`src/rtl/im_loader.sv`:
```
// -----------------------------------------------------------------------------
// im_loader
//   Writer side of the instruction memory. Takes a byte stream over a
//   valid/ready handshake and packs it into big-endian 32-bit words. The first
//   word is a header holding the image length N; the next N words are written
//   one after another into instruction memory, starting at BASE_ADDR. The CPU
//   is held in reset (cpu_hold) until the whole image is in memory.
//
// Ports
//   clk           system clock, all state on posedge
//   reset         synchronous, active-high
//   in_valid      in_data carries a byte this cycle
//   in_data       stream byte, MSB of each word first
//   in_ready      loader accepts a byte (transfer = in_valid & in_ready)
//   im_we         one-cycle instruction memory write strobe
//   im_addr       word-aligned byte address of the write
//   im_wdata      instruction word being written
//   cpu_hold      keep CPU/PC in reset while high
//   done          image fully written, sticky until reset
//   err           header count was 0 or larger than DEPTH, sticky until reset
//   words_loaded  number of words written so far
// -----------------------------------------------------------------------------
module im_loader #(
  parameter logic [31:0] BASE_ADDR = 32'h0000_3000,
  parameter int          DEPTH     = 1024,
  parameter int          CNT_W     = 11
) (
  input  logic             clk,
  input  logic             reset,
  input  logic             in_valid,
  input  logic [7:0]       in_data,
  output logic             in_ready,
  output logic             im_we,
  output logic [31:0]      im_addr,
  output logic [31:0]      im_wdata,
  output logic             cpu_hold,
  output logic             done,
  output logic             err,
  output logic [CNT_W-1:0] words_loaded
);

  typedef enum logic [1:0] {
    S_HDR,
    S_DATA,
    S_DONE,
    S_ERR
  } state_t;

  state_t           state;
  logic [1:0]       byte_cnt;
  logic [23:0]      partial;   // first three bytes of the word in flight
  logic [CNT_W-1:0] n_words;   // image length from the header

  logic        xfer;
  logic        last_byte;
  logic [31:0] word_full;      // word as it stands once the current byte lands

  assign xfer      = in_valid & in_ready;
  assign last_byte = xfer && (byte_cnt == 2'd3);
  assign word_full = {partial, in_data};

  // in_ready, im_we, cpu_hold, done and err are all registers so nothing
  // downstream sees a combinational path from in_valid.
  always_ff @(posedge clk) begin
    if (reset) begin
      state        <= S_HDR;
      byte_cnt     <= 2'd0;
      partial      <= 24'd0;
      n_words      <= '0;
      in_ready     <= 1'b1;
      im_we        <= 1'b0;
      im_addr      <= BASE_ADDR;
      im_wdata     <= 32'd0;
      cpu_hold     <= 1'b1;
      done         <= 1'b0;
      err          <= 1'b0;
      words_loaded <= '0;
    end else begin
      im_we <= 1'b0;

      // Byte assembly runs in every accepting state; the shifted-out top byte
      // is simply dropped, so no clear is needed between words.
      if (xfer) begin
        byte_cnt <= byte_cnt + 2'd1;
        partial  <= {partial[15:0], in_data};
      end

      case (state)
        S_HDR: begin
          if (last_byte) begin
            if (word_full == 32'd0 || word_full > 32'(DEPTH)) begin
              state    <= S_ERR;
              err      <= 1'b1;
              in_ready <= 1'b0;
            end else begin
              n_words <= word_full[CNT_W-1:0];
              state   <= S_DATA;
            end
          end
        end

        S_DATA: begin
          // words_loaded has already stepped with the strobe, so equality with
          // n_words while im_we is high marks the final word's pulse.
          if (im_we && words_loaded == n_words) begin
            state    <= S_DONE;
            done     <= 1'b1;
            cpu_hold <= 1'b0;
            in_ready <= 1'b0;
          end else if (last_byte) begin
            im_we        <= 1'b1;
            im_addr      <= BASE_ADDR + (32'(words_loaded) << 2);
            im_wdata     <= word_full;
            words_loaded <= words_loaded + 1'b1;
          end
        end

        // Terminal until reset; in_ready is low so nothing is consumed.
        S_DONE: ;
        S_ERR:  ;
        default: state <= S_ERR;
      endcase
    end
  end

endmodule

```
`config.mk`:
```
export PLATFORM = sky130hd
export DESIGN_NAME = im_loader
export DESIGN_NICKNAME = d
export VERILOG_FILES = /design/src/rtl/im_loader.sv
export SDC_FILE = /design/constraint.sdc
export NUM_CORES = 1
export LEC_CHECK = 0
export CAP_MARGIN = 20
export CORE_UTILIZATION = 52
export CTS_BUF_LIST = sky130_fd_sc_hd__clkbuf_8
export DETAILED_ROUTE_END_ITERATION = 10
export GPL_TIMING_DRIVEN = 1
export PLACE_DENSITY = 0.82
export SLEW_MARGIN = 20
export SYNTH_ARGS = -nofsm -noshare
export SYNTH_HDL_FRONTEND = slang
export SYNTH_SLANG_ARGS = --single-unit
```
`constraint.sdc`:
```
create_clock -name clk -period 2.6 [get_ports clk]
set_clock_uncertainty 0.05 [all_clocks]
set_input_delay 0.78 -clock clk [delete_from_list [all_inputs] [get_ports clk]]
set_output_delay 0.78 -clock clk [all_outputs]
set_load 0.05 [all_outputs]
```
**Word level (Yosys, flattened, before mapping)**

Index checks and enable logic that the tools add are counted.

- Register bits: 119
- Latch bits: 0
- Memory bits (writable): 0
- Memory bits (read-only): 0
- Output and inout bits: 80
- Logic and storage cells: 48
- Memories kept: 0

- $add $sub $neg: 3
- Multiply operators: 0
- Divide/modulo/power cells: 0
- Magnitude comparators: 1
- Eq/ne operators: 6
- Shift-type cells: 0
- Muxes and demuxes: 9
- Bitwise logic cells: 4
- Reduce and logical (&&, ||, !) cells: 13

Operators by type and width:

| cell | number |
|---|---|
| $gt A32 B11 Y1 const B | 1 |
| $logic_not A32 Y1 | 1 |
| $add A14 B13 Y15 const A | 1 |
| $reduce_and A3 Y1 | 4 |
| $add A11 B1 Y11 const B | 1 |
| $eq A11 B11 Y1 | 1 |
| $mux W2 | 3 |
| $ne A2 B2 Y1 const B | 3 |
| $mux W1 | 4 |
| $pmux W2 S2 | 1 |
| $reduce_and A4 Y1 | 1 |
| $not A1 Y1 | 3 |
| $reduce_or A3 Y1 | 1 |
| $add A2 B1 Y2 const B | 1 |
| $eq A2 B1 Y1 const B | 1 |
| $eq A2 B2 Y1 const B | 1 |
| $logic_and A1 B1 Y1 | 2 |
| $logic_not A2 Y1 | 1 |
| $pmux W1 S2 | 1 |
| $reduce_and A2 Y1 | 1 |
| $reduce_bool A2 Y1 | 1 |
| $and A1 B1 Y1 | 1 |
| $logic_or A1 B1 Y1 | 1 |

**Logic depth before layout (Yosys ltp)**

- Depth in word-level cells: 5
- Mapped depth: 8

**Least setup slack after synthesis**

OpenSTA, ideal clock, no wires.

- Path type: input-to-reg
- Start point: in in_valid
- End point: reg words_loaded[10]
- Library setup time: 0.121 ns
- Data arrival time: 1.961 ns
- Required time: 2.429 ns
- Path slack: 0.468 ns
- Cell stages on the path: 5
- Buffers on the path: 1
- Cells stage by stage: and2_1 > buf_2 > nand4_1 > nor4b_1 > mux2_2

- Longest elaborated chain between the ends: 3

RTL lines:

| element | line | RTL |
|---|---|---|
| start, declared | 30 | `input logic in_valid,` |
| $and A1 B1 Y1 | 58 | `assign xfer = in_valid & in_ready;` |
| $logic_and A1 B1 Y1 | 59 | `assign last_byte = xfer && (byte_cnt == 2'd3);` |
| $reduce_and A3 Y1 (no source line) | -- |  |
| end signal, assigned | 114 | `words_loaded <= words_loaded + 1'b1;` |
| end, declared | 39 | `output logic [CNT_W-1:0] words_loaded` |

No other way between the ends.
A chain may end at the register's enable or synchronous reset.

**Worst setup path after layout**

- Start point: reg words_loaded[3]
- End point: out words_loaded[3]

No word-level cell between the ends.

==> results.py <==
metrics = {
    "logic_synthesis": {
        "synth_top_area_cell": "dfxtp_1",
        "synth-seq-area-share_pct": 48.0,
        "syn_inst": 493,
        "ys_async_sr_fraction_pct": 0,
        "ys.flop_type": "dfxtp_1",
        "ys_top_cells_by_area": "dfxtp_1 (48%), a21oi_1 (9.5%), nand3_1 (6.1%)",
        "synth_top_area_share_pct": 48.0,
        "synth_edf_count": 0,
        "yosysUniqueCellTypes": 40,
        "yosys_register_bits": 99,
        "synth.avg_cell_area_um2": 8.37,
        "netlist_area_um2": 4130,
        "ys.warnings.count": 0,
    },
    "final_layout": {
        "drive_gt1_share_pct": 10.5,
        "layout_commonest_cell": "dfxtp_1",
        "area_growth_pct": 25.3,
        "final_cell_mix": "dfxtp_1 (99), a21oi_1 (78), clkdlybuf4s50_1 (68)",
        "fillCellCount": 640,
        "nets": 581,
        "antenna_cells": 0,
        "utilization_pct": 67.2,
    },
    "clock_tree": {
        "post-cts-setup-buffers": 0,
        "clk_pin_slew_ns": 0.09,
        "cts_tree": "built",
        "cts_sinks": 99,
        "clock_latency_ns": 0.37,
        "cts-htree-levels": 3,
        "root_buffer": "clkbuf_8",
        "numCtsBuffers": 9,
        "clockBufferDepth": 2,
    },
    "setup_path": {
        "arrival_ns": 1.73,
        "crit_chain": "clkdlybuf4s50_1",
        "rr_startpoint": "partial[5]",
        "critPathKind": "flip-flop to primary output",
        "startpoint": "words_loaded[3]",
        "startpoint_type": "flip-flop",
        "crit_fanout": 7,
        "rrSetupSlack_ns": 0.49,
        "slowest_delay_ns": 0.87,
        "setup.worst_path.end_class": "primary output",
        "cp_num_buf_inv": 1,
        "cpMaxStageDelayCell": "clkdlybuf4s50_1",
        "cp_top_family": "buffers and inverters",
        "cp_data_required_time_ns": 1.77,
    },
    "sta": {
        "slew_headroom_pct": 64.8,
        "final.min_clock_period_ns": 2.56,
        "hold_ws_ns": 0.411,
        "timing.final.ws_setup_ns": 0.0370,
        "fin_crit_sh_pct": 98.6,
        "finalMaxSlewViolations": 0,
        "tns_ns": 0,
        "rsz0062_at_grt": "false",
        "setup_viol": 0,
        "worstMarginPinSlew_ns": 0.526,
        "hold_viol_final": 0,
        "fmax_mhz": 390,
    },
    "floorplanning": {
        "start_util_pct": 53.7,
        "ios": 91,
        "dieArea_um2": 8290,
        "die_h_um": 91.1,
        "fp-row-count": 32,
        "die_w_um": 91.1,
        "coreArea_um2": 7690,
    },
    "global_route": {
        "grt-ovfl-total": 0,
        "grt_pass1_vias": 3622,
        "grt_max_degree": 69,
        "grt_pass1_wl_um": 17700,
        "antenna_found_initial": 0,
        "track_usage_pct": 26.6,
    },
    "detailed_routing": {
        "dr.pass1.iters": 5,
        "routed_via_density": 5.77,
        "remaining_drc_errors": 0,
        "ant_nets": 0,
        "wl_um": 10900,
        "drt_first_iter_violations": 328,
        "via_count": 3892,
        "routedWlPerCell_um": 16.1,
    },
    "placed_design": {
        "gp_congestion": 0.860,
        "pre_cts_ws_ns": -0.121,
        "portBuffers": 71,
        "place.detailed.hpwl_um": 7460,
    },
    "outcome": {
        "status": "finished clean",
    },
    "power_and_ir_drop": {
        "p_leak_nw": 1.87,
        "peakVddDrop_mv": 0.378,
        "power.density_nw_per_um2": 520,
    },
    "hold_path": {
        "hold_start": "done",
        "worst_hold_path_type": "flip-flop to flip-flop",
    },
    "job": {
        "drv_cap": 0,
    },
}
-- worst register-to-register path: cells and delay by family, from the launching register on --
kind	cells	cell delay (ns)
AOI/OAI and AO/OA	1	0.31
buffers and inverters	1	0.17
DFF	1	0.37
muxes	1	0.20
and+or+nand+nor	3	0.90
-- cell type report --
class	instances	area, um^2	share of cell area, %
inverter	1	3.75	0.0726
tap	102	128	2.47
clock buffer	9	124	2.40
multi-input combinational	354	1900	36.7
clock inverter	7	60.1	1.16
sequential	99	1980	38.3
timing repair buffer	103	976	18.9
-- what timing repair did --
action                                  CTS  global route
resized for setup                         0             2
endpoints found under the setup margin    0             2
hold buffers                              0             0
endpoints found under the hold margin     0             0
-- per-layer routing --
metal	vias to the layer above	wire length [um]	track usage, %
met4	0	253	11.2
met1	1850	4640	34.0
met3	24	710	3.94
met2	179	5260	44.7
li1	1839	-	-
met5	-	0	0
-- where the power goes --
part	switching [W]	internal (W)
logic	0.000141	0.0000545
registers	0.0000218	0.00153
clock network	0.000572	0.000365
total	0.000734	0.00195
-- per-stage QoR --
| step | cells | power, W | cell area (um^2) |
|---|---|---|---|
| 4_1_cts | 675 | 0.00270 | 5160 |
| 3_3_place_gp | 659 | 0.00178 | 4980 |
| 5_1_grt | 675 | 0.00277 | 5170 |
| 2_1_floorplan | 511 | 0.00174 | 4190 |
| 3_5_place_dp | 659 | 0.00178 | 4980 |
| 6_report | 675 | 0.00269 | 5170 |
-- cells by family (layout without fill, tap and decap cells) --
| group | after synthesis | count (layout) | share of synthesized area, % |
|---|---|---|---|
| buffers and inverters | 58 | 120 | 7.70 |
| muxes | 15 | 15 | 3.73 |
| AOI/OAI and AO/OA | 137 | 137 | 17.3 |
| DFF | 99 | 99 | 48.0 |
| xor gates and xnor gates | 12 | 12 | 2.55 |
| and+or+nand+nor | 169 | 169 | 20.0 |
| adders and majority gates | 2 | 2 | 0.607 |
| other | 1 | 19 | 0.0909 |
-- synth_stat cells, types with 3 or more instances --
cell	count
nand2_1	58
xor2_1	8
or3_1	4
nor4_1	5
o31ai_1	3
xnor2_1	4
and3_1	5
buf_1	5
nor2_1	22
or4_1	4
nor2b_1	4
buf_4	21
o21ai_0	49
clkbuf_1	24
nand3_1	50
a21oi_1	78
buf_2	4
a31oi_1	3
mux2i_1	12
dfxtp_1	99
mux2_2	3
nor3_1	4
-- sequential cells by signal, indices dropped and copies added, names as in the netlist, 2 cells and up --
name / flops
words_loaded: 11
byte_cnt: 2
n_words: 11
im_addr: 12
partial: 24
state: 2
im_wdata: 32
-- worst paths after layout --
| check | endpoint | depth (start not counted) |
|---|---|---|
| setup / recovery | words_loaded[3] | 1 |
| hold / removal | done | 2 |
| setup reg to reg | n_words[9] | 6 |
| hold reg to reg | done | 2 |
(Power assumes the default switching activity.)
==> variant (same flow settings) <==
Re-encode `state_t` (4 states) as one-hot, 4 bits wide.
--- a/src/rtl/im_loader.sv
+++ b/src/rtl/im_loader.sv
@@ -39,11 +39,11 @@
   output logic [CNT_W-1:0] words_loaded
 );
 
-  typedef enum logic [1:0] {
-    S_HDR,
-    S_DATA,
-    S_DONE,
-    S_ERR
+  typedef enum logic [3:0] {
+    S_HDR  = 4'b0001,
+    S_DATA = 4'b0010,
+    S_DONE = 4'b0100,
+    S_ERR  = 4'b1000
   } state_t;
 
   state_t           state;
Check against the original RTL: same outputs for any inputs over 4 cycles, from zero or initial values and one cycle with reset high; so few cycles prove little.
==> variant against the original RTL <==
- final area rose by 2.6%
- sequential cell count is 2 higher
- setup slack worse by 1.1 ps
- synthesized area is 3.2% higher
- synthesized cell count is 2.6% higher
- power grew 5.2%
- wire length fell by 3.6%
- highest routed layer unchanged
==> variant: results (changes against the original RTL) <==
| Metric | Value |
|---|---|
| Synth Area in Compound Gates | 0.176 (was 0.173) |
| GRT Total Usage | 0.257 (was 0.266) |
| DRT Wirelength | 10500 µm (was 10900 µm) |
| Layout cells sized above 1 | 0.0934 (was 0.105) |
| Min-Delay Endpoint | cpu_hold$_SDFFE_PP1P_ (was done$_SDFFE_PP0P_) |
| Final core occ | 0.679 (was 0.672) |
| Reg2reg start | words_loaded[5]$_SDFFE_PP0P_ (was partial[5]$_SDFFE_PP0P_) |
| Number of global-route vias before repair | 3536 (was 3622) |
| Placed insts | 665 (was 659) |
| CLK BUF | 10 (was 9) |
| Area contributors post-synth | dfxtp_1 47%, a21oi_1 9.3%, nand3_1 6.3%, o21ai_1 5.6%, nand2_1 5.0% (was dfxtp_1 48%, a21oi_1 9.5%, nand3_1 6.1%, o21ai_0 5.9%, nand2_1 5.3%) |
| DP Area | 0.00509 mm² (was 0.00498 mm²) |
| Xor/xnor cell area share of the yosys netlist | 0.0247 (was 0.0255) |
| Clk power | 1.01 mW (was 0.937 mW) |
| #FFs+latches synth | 101 (was 99) |
| Adder-cell share of the synthesized area | 0.00588 (was 0.00607) |
| Mean Syn Cell Area | 8.42 µm² (was 8.37 µm²) |
| First-pass GRT wire length | 17400 µm (was 17700 µm) |
| # nets final | 587 (was 581) |
| Design area | 0.00530 mm² (was 0.00517 mm²) |
| Status | complete, no violations (unchanged) |
| Post-synthesis cell type count | 41 (was 40) |
| Filler instances | 646 (was 640) |
| Worst IR drop on VDD | 0.000272 V (was 0.000378 V) |
| Met2 Resource Use GR | 0.423 (was 0.447) |
| Post-synthesis sequential area ratio | 0.475 (was 0.480) |
| Vias/cell | 5.75 (was 5.77) |
| Tightest hold margin | 420 ps (was 411 ps) |
## variant: changes by cell type in the layout (fill, tap and decap cells not counted), moves of 3 or more
cell,unedited run,this run
nor2_1,21,25
buf_4,30,22
o21ai_1,0,48
a31oi_1,3,0
o21ai_0,49,0
mux2_2,3,0
and3_1,5,0
clkinv_4,3,0
nand4_1,2,5
mux2_1,0,4
nand3_1,50,53
## variant: logic make-up after synthesis
group | count (synthesis)
compound gates | 139
xor+xnor | 12
other cells | 1
buf+inv | 60
simple gates | 175
mux | 16
flops | 101
fa+ha+maj | 2
## variant: worst max path at each step
stage / from / to / slack, ps
after floorplan: in_data[1] / n_words[2]$_SDFFE_PP0P_ / 220
after global placement: in_data[1] / n_words[9]$_SDFFE_PP0P_ / -260
after detailed placement: in_data[1] / n_words[10]$_SDFFE_PP0P_ / -340
after CTS: in_data[1] / n_words[10]$_SDFFE_PP0P_ / 10
after global routing: words_loaded[6]$_SDFFE_PP0P_ / words_loaded[6] / 7
final: words_loaded[6]$_SDFFE_PP0P_ / words_loaded[6] / 40
